===== src/rtl/word_serializer_pkg.sv =====
// Shared types and default widths for the word-to-byte serializer.
package word_serializer_pkg;

  typedef enum logic {IDLE, SEND} ser_state_t;

  localparam int DEF_WORD_WIDTH = 32;
  localparam int DEF_BYTE_WIDTH = 8;

endpackage


===== src/rtl/word_serializer.sv =====
// Splits one accepted word into BEATS byte-wide beats over a valid/ready stream.
// Optional macro WORD_SERIALIZER_LAST_EN adds a dataLast flag on the final beat of each word.
module word_serializer
  import word_serializer_pkg::*;
#(
  parameter int WORD_WIDTH = DEF_WORD_WIDTH,
  parameter int BYTE_WIDTH = DEF_BYTE_WIDTH,
  parameter int MSB_FIRST  = 1
) (
  input  logic                  clock,
  input  logic                  clear,
  input  logic [WORD_WIDTH-1:0] wordIn,
  input  logic                  wordValid,
  output logic                  wordReady,
  output logic [BYTE_WIDTH-1:0] dataOut,
  output logic                  dataValid,
  input  logic                  dataReady,
`ifdef WORD_SERIALIZER_LAST_EN
  output logic                  dataLast,
`endif
  output logic                  busy
);

  localparam int BEATS = WORD_WIDTH / BYTE_WIDTH;
  localparam int CNT_W = (BEATS > 1) ? $clog2(BEATS) : 1;
  localparam logic [CNT_W-1:0] LAST_BEAT = CNT_W'(BEATS - 1);

  generate
    if ((WORD_WIDTH % BYTE_WIDTH) != 0 || BEATS < 1) begin : g_width_check
      $error("word_serializer: WORD_WIDTH must be a positive multiple of BYTE_WIDTH");
    end
  endgenerate

  ser_state_t            state;
  ser_state_t            nextState;
  logic [WORD_WIDTH-1:0] shiftReg;
  logic [CNT_W-1:0]      beatCount;
  logic                  wordAccept;
  logic                  byteTransfer;
  logic                  lastBeat;

  assign lastBeat     = (beatCount == '0);
  assign wordAccept   = wordValid && wordReady;
  assign byteTransfer = dataValid && dataReady;

  // The outgoing beat always sits at the leading end of the shift register.
  assign dataOut = (MSB_FIRST != 0) ? shiftReg[WORD_WIDTH-1 -: BYTE_WIDTH]
                                    : shiftReg[BYTE_WIDTH-1:0];

  // NOTE: sequential state uses non-blocking assignments so every register
  // samples the pre-edge values of its neighbours.
  always_ff @(posedge clock) begin
    if (clear) begin
      state     <= IDLE;
      shiftReg  <= '0;
      beatCount <= '0;
    end else begin
      state <= nextState;
      if (wordAccept) begin
        shiftReg  <= wordIn;
        beatCount <= LAST_BEAT;
      end else if (byteTransfer && !lastBeat) begin
        shiftReg  <= (MSB_FIRST != 0) ? (shiftReg << BYTE_WIDTH) : (shiftReg >> BYTE_WIDTH);
        beatCount <= beatCount - 1'b1;
      end
    end
  end

  // NOTE: every combinational output gets a default first so no latch is inferred.
  always_comb begin
    nextState = state;
    unique case (state)
      IDLE: if (wordAccept) nextState = SEND;
      SEND: if (byteTransfer && lastBeat && !wordAccept) nextState = IDLE;
      default: nextState = IDLE;
    endcase
  end

  // A word can land on the same edge the last beat leaves, giving zero-bubble streaming.
  always_comb begin
    dataValid = (state == SEND);
    busy      = (state == SEND);
    wordReady = !clear && ((state == IDLE) || ((state == SEND) && lastBeat && dataReady));
  end

`ifdef WORD_SERIALIZER_LAST_EN
  assign dataLast = dataValid && lastBeat;
`endif

endmodule


===== config.mk =====
export PLATFORM = sky130hd
export DESIGN_NAME = word_serializer
export DESIGN_NICKNAME = d
export VERILOG_FILES = /design/src/rtl/word_serializer_pkg.sv /design/src/rtl/word_serializer.sv
export SDC_FILE = /design/constraint.sdc
export NUM_CORES = 1
export LEC_CHECK = 0
export BUFFER_PORTS_ARGS = -buffer_cell sky130_fd_sc_hd__buf_2
export CAP_MARGIN = 15
export CORE_MARGIN = 2
export CORE_UTILIZATION = 28
export CTS_CLUSTER_SIZE = 10
export DETAILED_ROUTE_END_ITERATION = 12
export PLACE_DENSITY = 0.5
export SYNTH_ARGS = -nofsm -noshare
export SYNTH_HDL_FRONTEND = slang
export SYNTH_SLANG_ARGS = --single-unit
export TNS_END_PERCENT = 50

===== constraint.sdc =====
create_clock -name clock -period 2.2 [get_ports clock]
set_input_delay 0.22 -clock clock [delete_from_list [all_inputs] [get_ports clock]]
set_output_delay 0.22 -clock clock [all_outputs]
set_load 0.01 [all_outputs]

==> key figures <==
Status
  – Status: finished, final reports clean

Layout
  – Layout Cells excl Fill: 309
  – Most common cell after layout, fill and taps aside: nand2_1
  – Area growth syn-to-layout: 16.6%
  – Nets: 270
  – Finished Cell Area: 0.00195 mm2
  – Layout cell share with drive strength beyond 1: 0.269
  – Core Util, Final: 0.333
  – Highest-count cells in the layout ignoring fill and taps: nand2_1 (48), buf_2 (46), dfxtp_1 (35)
  – Antenna Diode Count: 0

CTS
  – CTS Hold Bufs: 0
  – Clock tree sinks: 35
  – Worst skew pair latency: 280 ps
  – Post_cts resized: 0
  – Cell at the root of the clock tree: clkbuf_8
  – Clock slew at reported path FFs: 70 ps
  – H-tree depth: 2
  – Clock Path Buffers: 2
  – TritonCTS clock tree: done
  – Setup repair bufs after CTS: 0
  – Total CTS buffers: 5

GRT
  – Vias in the first global route: 1388
  – First-pass GRT wire length: 6640 um
  – Overflow after GRT: 0
  – Pin count of the biggest net entering global routing: 35
  – Gr usage total: 0.129
  – Antenna violations before repair: 0

Critical path
  – Startpoint Class: flip-flop
  – Crit. End Element: primary output
  – Slowest stage delay, CP: 340 ps
  – CP required: 1980 ps
  – Crit Path Max Fanout: 10
  – Crit-path slowest cell: dfxtp_1
  – Crit Path Class: flip-flop to primary output
  – Arrival time at the worst endpoint: 1460 ps
  – Cell family with most CP delay: buffers and inverters
  – Bufs and invs on worst path: 3
  – CP Cell Sequence: inv_1, ha_1, a21boi_2, buf_4, nor2_1, buf_2

STA
  – Max Clock Freq: 0.597 GHz
  – Worst-margin pin slew: 536 ps
  – Final setup violating endpoints: 0
  – Fin Hold WS: 151 ps
  – RSZ-0062 raised after global routing: false
  – Post-route setup TNS: 0 ps
  – Worst setup margin: 524 ps
  – Slew headroom: 0.641
  – Slew Limit Fails: 0
  – Setup Skew: 3.22 ps
  – Tmin final: 1680 ps
  – Final Hold Viols: 0
  – Final worst path period share: 0.762

Power and ir drop
  – Leakage: 0.733 nW
  – P per Cell Area: 733 mW/mm2
  – Pwr Total: 1.43 mW
  – Worst vdd ir: 0.334 mV

Routing
  – Vias: 1510
  – TritonRoute pass-1 iters: 4
  – Routed len/inst: 13.3 um
  – Initial drt markers: 72
  – Routed WL: 4100 um
  – DRC violations left: 0
  – ANT nets after route: 0
  – DR vias/cell: 4.89

Synth
  – Largest area contributor in the netlist: dfxtp_1
  – Synthesized cell area: 0.00167 mm2
  – Post-Syn Area per Cell: 8.27 um2
  – Sequential share of the synthesized area: 0.419
  – #FFs+latches synth: 35
  – Yosys top cell area share: 0.419
  – Synth area leaders: dfxtp_1 (42%), a311oi_1 (13%), nand2_1 (11%), nor3_1 (7.2%), buf_4 (5.4%)
  – Syn Nets: 239
  – Post-Syn Instances: 202
  – Synth warn: 0
  – Yosys cell types: 25

Placement
  – Worst slack, placed: 515 ps
  – DP Area: 0.00185 mm2
  – PortBufs: 46
  – Gpl congestion: 0.705
  – Placed Cells: 301
  – Post-DP HPWL: 2620 um

Die
  – Core Rows: 28
  – IO Pins: 47
  – Initial Util: 0.286
  – Full die area: 0.00660 mm2
  – Die Ht: 81.2 um
  – Die extent in x: 81.2 um
  – Area of the core: 0.00585 mm2

Flow run
  – Max Cap Viol: 0

Hold path
  – Hold Crit Class: primary input to flip-flop
-- area by class of cell --
type	count	area (um2)
clock buffers	8	100
fillers	649	3900
inverters	2	7.51
multi-input cells	136	762
flip-flops and latches	35	701
well taps	75	93.8
repair buffers	53	283
-- power breakdown --
group	internal (mW)	switching [mW]	total (mW)
clock network	0.286	0.215	0.501
registers	0.681	0.0233	0.704
logic	0.0920	0.129	0.221
-- synth_stat cells --
master    number
a21bo_2        1
a21boi_2       1
a21oi_1        9
a311oi_1      24
and2_1         1
and3b_1        1
buf_2         10
buf_4         12
buf_6          3
buf_8          1
clkbuf_1       3
dfxtp_1       35
ha_1           1
inv_1          2
nand2_1       48
nand2_2        1
nand2b_1       1
nand3_1        8
nand3b_1       1
nor2_1         4
nor2b_1        1
nor3_1        24
o211ai_1       8
o31ai_1        1
xnor2_1        1
-- logic make-up after synthesis --
kind of cell               Yosys count  synth area share
and+or+nand+nor                     90             0.237
AOI/OAI and AO/OA                   44             0.206
DFF                                 35             0.419
buffers and inverters               31             0.124
xor gates and xnor gates             1           0.00524
adders and majority gates            1           0.00749
-- routing by layer --
metal  vias up  share of wire  GRT usage
met1       681           0.50      0.175
met5         -              0          0
met4         0         0.0049     0.0407
met3         4          0.073     0.0433
met2        49           0.42      0.194
li1        776              -          -
-- final timing paths --
path / start / endpoint / slack [ps] / cells past startpoint
setup / recovery: beatCount[0]$_SDFFE_PP0P_ / wordReady / 520 / 6
hold / removal: clear / busy$_SDFF_PP0_ / 150 / 2
setup reg to reg: beatCount[0]$_SDFFE_PP0P_ / shiftReg[14]$_SDFFE_PP0P_ / 530 / 5
hold reg to reg: shiftReg[25]$_SDFFE_PP0P_ / shiftReg[25]$_SDFFE_PP0P_ / 480 / 2
-- state kept, by name, summed over array words and instances (netlist names) --
register	cells
shiftReg	32
busy	1
beatCount	2
(Power assumes the default switching activity.)
